--- src/rtl/alu_sequencer_pkg.sv ---
// Shared definitions for the ALU issue/write-back sequencer.
// Holds the opcode values, the instruction field bit positions and
// the sequencer state encoding. The top and the register file both
// import this package.
package alu_sequencer_pkg;

   localparam int NUM_REGS = 4;
   localparam int IMM_W    = 6;
   localparam int DATA_W   = 16;

   // Opcode values, matching the shared ALU opcode table.
   localparam logic [3:0] OP_ADD   = 4'd0;
   localparam logic [3:0] OP_SUB   = 4'd1;
   localparam logic [3:0] OP_AND   = 4'd2;
   localparam logic [3:0] OP_OR    = 4'd3;
   localparam logic [3:0] OP_SHIFT = 4'd4;
   localparam logic [3:0] OP_LOAD  = 4'd5;
   localparam logic [3:0] OP_STORE = 4'd6;
   localparam logic [3:0] OP_MOVE  = 4'd7;
   localparam logic [3:0] OP_JUMP  = 4'd8;
   localparam logic [3:0] OP_LOADC = 4'd9;

   // Instruction field bit positions.
   localparam int OPC_HI   = 15;
   localparam int OPC_LO   = 12;
   localparam int RD_HI    = 11;
   localparam int RD_LO    = 10;
   localparam int RS_HI    = 9;
   localparam int RS_LO    = 8;
   localparam int IMM_SEL  = 7;
   localparam int SHFT_DIR = 6;
   localparam int IMM_HI   = 5;
   localparam int IMM_LO   = 0;

   // Sequencer states: wait for an instruction, let the ALU settle,
   // then write back (or report a trap).
   typedef enum logic [1:0] {
      IDLE = 2'd0,
      EXEC = 2'd1,
      WB   = 2'd2
   } seqState_t;

   // True for opcodes this sequencer executes on the ALU itself.
   // Memory, control-flow and undefined opcodes are handed back as traps.
   function automatic logic isAluOp(input logic [3:0] opcode);
      logic result;
      result = 1'b0;
      case (opcode)
         OP_ADD, OP_SUB, OP_AND, OP_OR, OP_SHIFT, OP_MOVE: result = 1'b1;
         OP_LOAD, OP_STORE, OP_JUMP, OP_LOADC:             result = 1'b0;
         default:                                          result = 1'b0;
      endcase
      return result;
   endfunction

endpackage

--- src/rtl/alu_regfile.sv ---
// Four-entry, 16-bit register file owned by the ALU sequencer.
// Two registered read ports capture operands on accept, one synchronous
// write port takes the ALU result in write-back, and a combinational
// debug port lets the outside world observe any register.
module alu_regfile
   import alu_sequencer_pkg::*;
(
   input  logic              clock,
   input  logic              reset,
   input  logic              rdEn,
   input  logic [1:0]        rdAddrA,
   input  logic [1:0]        rdAddrB,
   output logic [DATA_W-1:0] rdDataA,
   output logic [DATA_W-1:0] rdDataB,
   input  logic              wrEn,
   input  logic [1:0]        wrAddr,
   input  logic [DATA_W-1:0] wrData,
   input  logic [1:0]        dbgSel,
   output logic [DATA_W-1:0] dbgData
);

   logic [DATA_W-1:0] regFile [NUM_REGS];

   // Storage: everything clears on reset, and the single write port
   // updates the addressed entry during write-back only.
   always_ff @(posedge clock or posedge reset) begin
      if (reset) begin
         for (int i = 0; i < NUM_REGS; i++) begin
            regFile[i] <= '0;
         end
      end else if (wrEn) begin
         regFile[wrAddr] <= wrData;
      end
   end

   // Operand capture: both read ports are sampled together on accept so
   // the operands are the pre-write values even when rd equals rs.
   always_ff @(posedge clock or posedge reset) begin
      if (reset) begin
         rdDataA <= '0;
         rdDataB <= '0;
      end else if (rdEn) begin
         rdDataA <= regFile[rdAddrA];
         rdDataB <= regFile[rdAddrB];
      end
   end

   assign dbgData = regFile[dbgSel];

endmodule

--- src/rtl/alu_sequencer.sv ---
// Issue/write-back controller sitting in front of the combinational
// 16-bit ALU. Accepts one instruction at a time, presents opcode and
// operands to the ALU from registers, writes the ALU result back into
// the local register file, and traps on anything it does not execute.
module alu_sequencer
   import alu_sequencer_pkg::*;
(
   input  logic              i_clk,
   input  logic              i_rst,
   input  logic [15:0]       i_instr,
   input  logic              i_instr_valid,
   output logic              o_instr_ready,
   output logic [3:0]        o_alu_opcode,
   output logic              o_alu_shift_dir,
   output logic [DATA_W-1:0] o_alu_data1,
   output logic [DATA_W-1:0] o_alu_data2,
   input  logic [DATA_W-1:0] i_alu_result,
   output logic              o_done,
   output logic              o_trap,
   output logic              o_zero,
   input  logic [1:0]        i_dbg_sel,
   output logic [DATA_W-1:0] o_dbg_data
);

   seqState_t         state;
   seqState_t         nextState;
   logic [15:0]       instrReg;
   logic              trapFlag;
   logic              accept;
   logic              regWrEn;
   logic [DATA_W-1:0] operandA;
   logic [DATA_W-1:0] operandB;
   logic [DATA_W-1:0] op2;

   assign o_instr_ready = (state == IDLE) && !i_rst;
   assign accept        = i_instr_valid && o_instr_ready;
   assign regWrEn       = (state == WB) && !trapFlag;

   // State register: reset always returns to IDLE, which also aborts
   // any instruction that was in flight.
   always_ff @(posedge i_clk or posedge i_rst) begin
      if (i_rst) begin
         state <= IDLE;
      end else begin
         state <= nextState;
      end
   end

   // Next-state logic: ALU instructions spend one cycle in EXEC so the
   // ALU can settle, traps skip straight to WB to report themselves.
   always_comb begin
      nextState = state;
      case (state)
         IDLE: begin
            if (accept) begin
               nextState = isAluOp(i_instr[OPC_HI:OPC_LO]) ? EXEC : WB;
            end
         end
         EXEC:    nextState = WB;
         WB:      nextState = IDLE;
         default: nextState = IDLE;
      endcase
   end

   // Instruction latch: the accepted word is held for the whole
   // instruction and keeps driving the ALU afterwards while idle.
   always_ff @(posedge i_clk or posedge i_rst) begin
      if (i_rst) begin
         instrReg <= '0;
         trapFlag <= 1'b0;
      end else if (accept) begin
         instrReg <= i_instr;
         trapFlag <= !isAluOp(i_instr[OPC_HI:OPC_LO]);
      end
   end

   // Completion flags: done and trap are single-cycle pulses raised as
   // WB is left; zero only tracks results that were actually written.
   always_ff @(posedge i_clk or posedge i_rst) begin
      if (i_rst) begin
         o_done <= 1'b0;
         o_trap <= 1'b0;
         o_zero <= 1'b0;
      end else begin
         o_done <= (state == WB);
         o_trap <= (state == WB) && trapFlag;
         if (regWrEn) begin
            o_zero <= (i_alu_result == '0);
         end
      end
   end

   alu_regfile u_regfile (
      .clock   (i_clk),
      .reset   (i_rst),
      .rdEn    (accept),
      .rdAddrA (i_instr[RD_HI:RD_LO]),
      .rdAddrB (i_instr[RS_HI:RS_LO]),
      .rdDataA (operandA),
      .rdDataB (operandB),
      .wrEn    (regWrEn),
      .wrAddr  (instrReg[RD_HI:RD_LO]),
      .wrData  (i_alu_result),
      .dbgSel  (i_dbg_sel),
      .dbgData (o_dbg_data)
   );

   assign o_alu_opcode    = instrReg[OPC_HI:OPC_LO];
   assign o_alu_shift_dir = instrReg[SHFT_DIR];

   // Operand steering: everything here comes from registers, so the ALU
   // inputs are stable for the whole EXEC cycle and hold while idle.
   // MOVE passes its source through operand 1 with a zero operand 2.
   always_comb begin
      op2         = instrReg[IMM_SEL] ?
                    {{(DATA_W-IMM_W){1'b0}}, instrReg[IMM_HI:IMM_LO]} : operandB;
      o_alu_data1 = operandA;
      o_alu_data2 = op2;
      if (instrReg[OPC_HI:OPC_LO] == OP_MOVE) begin
         o_alu_data1 = op2;
         o_alu_data2 = '0;
      end
   end

endmodule
--- config.mk ---
export PLATFORM = sky130hd
export DESIGN_NAME = alu_sequencer
export DESIGN_NICKNAME = d
export VERILOG_FILES = /design/src/rtl/alu_sequencer_pkg.sv /design/src/rtl/alu_regfile.sv /design/src/rtl/alu_sequencer.sv
export SDC_FILE = /design/constraint.sdc
export NUM_CORES = 1
export LEC_CHECK = 0
export CORE_UTILIZATION = 35
export DETAILED_ROUTE_END_ITERATION = 8
export MAX_ROUTING_LAYER = met4
export SLEW_MARGIN = 20
export SYNTH_ARGS = -nofsm -noshare
export SYNTH_HDL_FRONTEND = slang
export SYNTH_SLANG_ARGS = --single-unit
--- constraint.sdc ---
create_clock -name i_clk -period 9.15 [get_ports i_clk]
set_clock_uncertainty 0.2 [all_clocks]
set_input_delay 1.83 -clock i_clk [delete_from_list [all_inputs] [get_ports i_clk]]
set_output_delay 1.83 -clock i_clk [all_outputs]
set_load 0.03 [all_outputs]
==> flow_metrics.py, run 1 <==
metrics = {
    "timing": {
        "finalMaxSlewViolations": 0,
        "fin_ws_ns": 2.983,
        "fin_setup_tns_ns": 0,
        "rsz0062_at_grt": "no",
        "whs_ns": 0.2731,
        "timing_hold_violations_final": 0,
        "period_needed_ns": 6.167,
        "worst_pin_slew_ns": 1.118,
        "clock.fmax_mhz": 162.1,
        "setup_violations": 0,
        "slew_headroom_pct": 25.49,
        "min_period_over_period_pct": 67.40,
    },
    "grt": {
        "antenna_found_initial": 0,
        "grt_pass1_wl_um": 24270,
        "gr-total-overflow": 0,
        "grt_max_degree": 87,
        "grt_pass1_vias": 4265,
        "grt_usage_pct": 18.92,
    },
    "cells_and_area": {
        "area.growth.synth_to_final_pct": 28.59,
        "fin_cells": 806,
        "layout.nets": 610,
        "n_antenna_cell": 0,
        "drive_above_1_share_pct": 26.79,
    },
    "clocking": {
        "clk_root_buffer_cell": "clkbuf_16",
        "insertion_delay_ns": 0.41,
        "clk_pin_slew_ns": 0.05,
        "cts-resized-gates": 0,
        "clock-sinks": 116,
        "cts_tree": "done",
        "cts_buffers": 17,
        "h-tree-depth": 4,
        "cts-hold-fix-buffers": 0,
        "clk_path_buf_depth": 2,
        "cts_setup_buffers": 0,
    },
    "pwr": {
        "intPower_mw": 1.673,
        "leakagePower_nw": 3.375,
        "clkPwrFrac_pct": 28.7,
        "p_seq_share_pct": 35.5,
        "irDropWorstVdd_mv": 0.1452,
        "power.density_nw_per_um2": 324.9,
        "combPwrFrac_pct": 35.7,
        "netSwitchingFraction_pct": 33.19,
        "p_switching_mw": 0.8309,
    },
    "placement": {
        "dp_slack_ns": 2.828,
        "globalplace.congestion": 0.8086,
        "dpl.cell_count": 774,
        "portBuffers": 93,
        "dp_hpwl_um": 10210,
    },
    "synth": {
        "synth_nets": 531,
        "synth_area_per_cell_um2": 12.13,
        "yosysSeqAreaShare_pct": 48.44,
        "synth_ff_type": "dfrtp_1",
        "synth_top_area_share_pct": 48.44,
        "ys_warn_count": 0,
        "ys_types": 32,
        "yosysTopAreaCell": "dfrtp_1",
        "syn_area_um2": 5992,
        "synth-seq-cells": 116,
        "synth_edf_count": 0,
        "synthTopCellsByArea": "dfrtp_1, mux4_2, mux2_2",
        "synthArstFlopShare_pct": 100.0,
        "synthCells": 494,
    },
    "setup_path": {
        "timing_worst_setup_path_type": "in -> out",
        "cp_slowest_cell": "clkdlybuf4s50_1",
        "critPathMaxStageDelay_ns": 1.08,
        "critical_path.top_delay_family": "buffers and inverters",
        "worstPathCellList": "clkdlybuf4s50_1 > mux4_2 > clkdlybuf4s50_1",
        "r2r_start": "state[0]",
        "cp.arrival_ns": 4.14,
        "regToRegEndpoint": "u_regfile.regFile[41]",
        "cp-start-kind": "input port",
        "r2r_slack_ns": 6.50,
        "cp_max_fo": 16,
        "critical_path_required_ns": 7.12,
        "end_kind": "primary output",
        "reg2reg_depth": 3,
        "cp_num_buf_inv": 2,
        "cp_common_cell": "clkdlybuf4s50_1",
    },
    "floorplanning": {
        "ioPinCount": 94,
        "die_w_um": 132.8,
        "start_util_pct": 36.00,
        "core_area_um2": 16640,
        "dieArea_um2": 17650,
        "std_cell_rows": 47,
        "die_h_um": 132.8,
    },
    "route": {
        "drc": 0,
        "post_drt_wl_per_cell_um": 18.78,
        "first_pass_iters": 5,
        "vias": 4169,
        "ant_nets": 0,
        "drt_wl_total_um": 15140,
        "drt_iter0_drc": 284,
        "vias_per_cell": 5.172,
    },
    "hold_path": {
        "hp-class": "reg -> reg",
        "holdPathStages": 2,
        "hold_end": "u_regfile.rdDataA[10]",
        "min_from": "u_regfile.rdDataA[10]",
    },
    "run": {
        "drv_cap": 0,
    },
    "outcome": {
        "status": "finished, final reports clean",
    },
}
## stage by stage
stage / power (mW) / area (um2) / util (%)
finish: 2.504 / 7705 / 46.30
global route: 2.632 / 7705 / 46.30
CTS: 2.524 / 7706 / 46.30
detailed placement: 1.794 / 7058 / 42.41
global placement: 1.771 / 7063 / 42.44
floorplan: 1.451 / 5992 / -
## area by class of cell
class,instances,area (um2)
clock buffers,18,439.2
clock inverters,14,209.0
fillers,1497,8937
inverters,2,10.01
multi-input cells,338,2907
flip-flops and latches,116,2903
well taps,220,275.3
repair buffers,98,962.2
## cells in the mapped netlist (2+ instances only)
library cell	number
nand2_1	162
dfrtp_1	116
mux2_2	55
mux4_2	48
clkbuf_1	24
and2_1	11
mux2_4	10
nand3b_1	10
nor2_1	9
o21ai_0	7
buf_4	6
mux2i_1	6
buf_2	4
nor4_1	4
buf_1	2
inv_1	2
nand4b_1	2
or3b_1	2
## worst reg2reg max path: stages, from the launching register on
cell and delay [ns]:
dfrtp_1 0.43, or3b_1 0.55, or3b_1 0.87, mux2_4 0.48
## how the worst max path moves through the flow
stage                            start             end  slack (ns)  cells past startpoint
after floorplan           i_dbg_sel[1]  o_dbg_data[10]        3.99                      3
after global placement    i_dbg_sel[1]   o_dbg_data[0]        2.86                      3
after detailed placement  i_dbg_sel[1]   o_dbg_data[3]        2.83                      3
after CTS                 i_dbg_sel[1]   o_dbg_data[3]        2.81                      3
after global routing      i_dbg_sel[0]  o_dbg_data[15]        2.88                      3
final                     i_dbg_sel[0]  o_dbg_data[15]        2.98                      3
## power by group through the flow
stage	Combinational, mW	Sequential, mW	Clock [mW]
after global placement	0.889	0.883	0
after detailed placement	0.899	0.896	0
after floorplan	0.627	0.824	0
after global routing	0.955	0.917	0.761
after CTS	0.903	0.886	0.734
final	0.895	0.889	0.720
## kinds of logic (layout without fill, tap and decap cells)
kind of cell,count (synthesis),after routing,share of synthesized area (%)
xor gates and xnor gates,1,1,0.1462
muxes,119,119,31.89
AOI/OAI and AO/OA,10,10,0.8979
buffers and inverters,40,132,3.362
and+or+nand+nor,208,208,15.26
DFF,116,116,48.44
## flip-flops by register name, indices dropped and copies added (netlist names)
name / flops
instrReg: 14
u_regfile.regFile: 64
o_zero: 1
o_done: 1
u_regfile.rdDataA: 16
state: 2
trapFlag: 1
u_regfile.rdDataB: 16
o_trap: 1
## layout by cell type (no fill, tap or decap), types with 5 or more instances in the layout
master / count
nand2_1: 162
dfrtp_1: 116
clkdlybuf4s50_1: 91
mux2_2: 55
mux4_2: 48
clkbuf_16: 17
and2_1: 11
mux2_4: 10
nand3b_1: 10
nor2_1: 9
o21ai_0: 7
mux2i_1: 6
bufinv_16: 5
## metal layers
| metal | track usage [%] | share of wire [%] |
|---|---|---|
| met1 | 25.02 | 45 |
| met2 | 27.84 | 49 |
| met5 | - | 0 |
| met3 | 4.100 | 4.7 |
| met4 | 8.493 | 1.3 |
Power figures use the tool's default switching activity.
==> run 2: changes to the inputs <==
clock period = 5.5 ns   (was 9.15 ns; I/O delays follow)
==> flow_metrics.py, run 2 (same netlist as run 1, synthesis figures left out) <==
metrics = {
    "outcome": {
        "status": "finished, final reports clean",
    },
    "pwr": {
        "p_total_mw": 4.109,
        "clkPwrFrac_pct": 27.6,
        "leakagePower_nw": 3.380,
        "p_switching_mw": 1.379,
        "intPower_mw": 2.730,
        "power.density_nw_per_um2": 534.1,
        "netSwitchingFraction_pct": 33.55,
        "combPwrFrac_pct": 36.7,
        "p_seq_share_pct": 35.7,
        "irDropWorstVdd_mv": 0.2496,
    },
    "cells_and_area": {
        "n_antenna_cell": 0,
        "layout_common_cells": "nand2_1, dfrtp_1, clkdlybuf4s50_1",
        "final_common_cell": "nand2_1",
        "regMostFlops": "u_regfile.regFile",
        "layout.nets": 613,
        "reg.largest.list": "u_regfile.regFile: 64 flops, u_regfile.rdDataA: 16 flops, u_regfile.rdDataB: 16 flops",
        "drive_above_1_share_pct": 26.66,
        "area.growth.synth_to_final_pct": 28.40,
        "largest_reg_flops": 64,
    },
    "grt": {
        "grt_pass1_wl_um": 24740,
        "grt_pass1_vias": 4434,
        "gr-total-overflow": 0,
        "antenna_found_initial": 0,
        "grt_usage_pct": 19.16,
        "grt_max_degree": 48,
    },
    "route": {
        "first_pass_iters": 4,
        "post_drt_wl_per_cell_um": 19.08,
        "drt_wl_total_um": 15430,
        "ant_nets": 0,
        "drt_iter0_drc": 203,
        "vias_per_cell": 5.218,
        "vias": 4221,
        "drc": 0,
    },
    "placement": {
        "portBuffers": 93,
        "globalplace.congestion": 0.8199,
        "dp_hpwl_um": 10570,
        "dp_slack_ns": 0.9319,
    },
    "timing": {
        "worst_pin_slew_ns": 1.098,
        "finalMaxSlewViolations": 0,
        "setup_violations": 0,
        "period_needed_ns": 4.540,
        "slew_headroom_pct": 26.72,
        "timing_hold_violations_final": 0,
        "fin_ws_ns": 0.9600,
        "min_period_over_period_pct": 82.55,
        "rsz0062_at_grt": "no",
        "fin_setup_tns_ns": 0,
        "clock.fmax_mhz": 220.3,
    },
    "floorplanning": {
        "start_util_pct": 36.00,
        "die_h_um": 132.8,
        "ioPinCount": 94,
        "core_area_um2": 16640,
        "std_cell_rows": 47,
        "dieArea_um2": 17650,
        "die_w_um": 132.8,
    },
    "clocking": {
        "clk_path_buf_depth": 2,
        "cts-hold-fix-buffers": 0,
        "clk_root_buffer_cell": "clkbuf_16",
        "cts_buffers": 17,
        "clock-sinks": 116,
        "insertion_delay_ns": 0.41,
        "h-tree-depth": 4,
        "cts_setup_buffers": 0,
        "clk_pin_slew_ns": 0.05,
        "cts-resized-gates": 0,
        "cts_tree": "done",
    },
    "setup_path": {
        "r2r_slack_ns": 2.80,
        "timing_worst_setup_path_type": "in -> out",
        "regToRegEndpoint": "u_regfile.regFile[23]",
        "worstPathCellList": "clkdlybuf4s50_1 > buf_4 > mux4_2 > clkdlybuf4s50_1",
        "crit_path_end": "o_dbg_data[2]",
        "critical_path.top_delay_family": "buffers and inverters",
        "cp_common_cell": "clkdlybuf4s50_1",
        "cp_max_fo": 9,
        "cp.arrival_ns": 3.24,
        "reg2reg_depth": 3,
        "end_kind": "primary output",
        "cp-start-kind": "input port",
        "r2r_start": "state[0]",
        "cp_slowest_cell": "clkdlybuf4s50_1",
        "critical_path_required_ns": 4.20,
        "worst-path-stages": 4,
        "startpoint": "i_dbg_sel[0]",
        "cp_num_buf_inv": 3,
        "critPathMaxStageDelay_ns": 0.88,
    },
    "run": {
        "drv_cap": 0,
    },
    "hold_path": {
        "hp-class": "reg -> reg",
    },
}
==> run 2: worst min path at each step <==
stage	slack, ns	to	startpoint	cells after the start
after global routing	0.29	u_regfile.rdDataA[5]	u_regfile.rdDataA[5]	2
after floorplan	0.24	u_regfile.rdDataB[0]	u_regfile.rdDataB[0]	2
after CTS	0.28	u_regfile.rdDataB[2]	u_regfile.rdDataB[2]	2
final	0.27	u_regfile.rdDataA[6]	u_regfile.rdDataA[6]	2
after global placement	0.26	u_regfile.rdDataA[6]	u_regfile.rdDataA[6]	2
after detailed placement	0.26	u_regfile.rdDataA[8]	u_regfile.rdDataA[8]	2
==> run 2: area by class of cell <==
| type | count | area (um2) |
|---|---|---|
| multi-input combinational | 338 | 2907 |
| sequential | 116 | 2903 |
| clock inverter | 9 | 125.1 |
| tap | 220 | 275.3 |
| timing repair buffer | 101 | 985.9 |
| inverter | 2 | 10.01 |
| clock buffer | 23 | 488.0 |
| fill | 1507 | 8949 |
==> run 2: tightest hold or removal path: cells and delay by family, from the launching register on <==
family	cells	cell delay [ns]
AND/OR/NAND/NOR	2	0.10
flip-flops	1	0.34
==> run 2: power by group through the flow <==
stage                     clock (mW)  combinational, mW  sequential [mW]
after floorplan                    0               1.04             1.37
after global placement             0               1.49             1.45
after detailed placement           0               1.52             1.47
after CTS                       1.15               1.52             1.46
after global routing            1.18               1.61             1.51
final                           1.13               1.51             1.47
==> run 2: layer usage <==
metal,wire length [um],GRT usage [%],vias to the layer above
li1,-,-,1901
met1,6970,25.07,2150
met2,7287,28.59,138
met3,817,3.640,32
met4,357,9.323,0
met5,0,-,-
==> run 2: through the flow <==
stage	cell area [um2]	utilization (%)	hold slack [ns]	instances
after global placement	7086	42.58	0.2576	777
final	7694	46.23	0.2734	809
after global routing	7694	46.23	0.2914	809
after detailed placement	7081	42.55	0.2627	777
after CTS	7694	46.23	0.2751	809
after floorplan	5992	-	0.2450	494
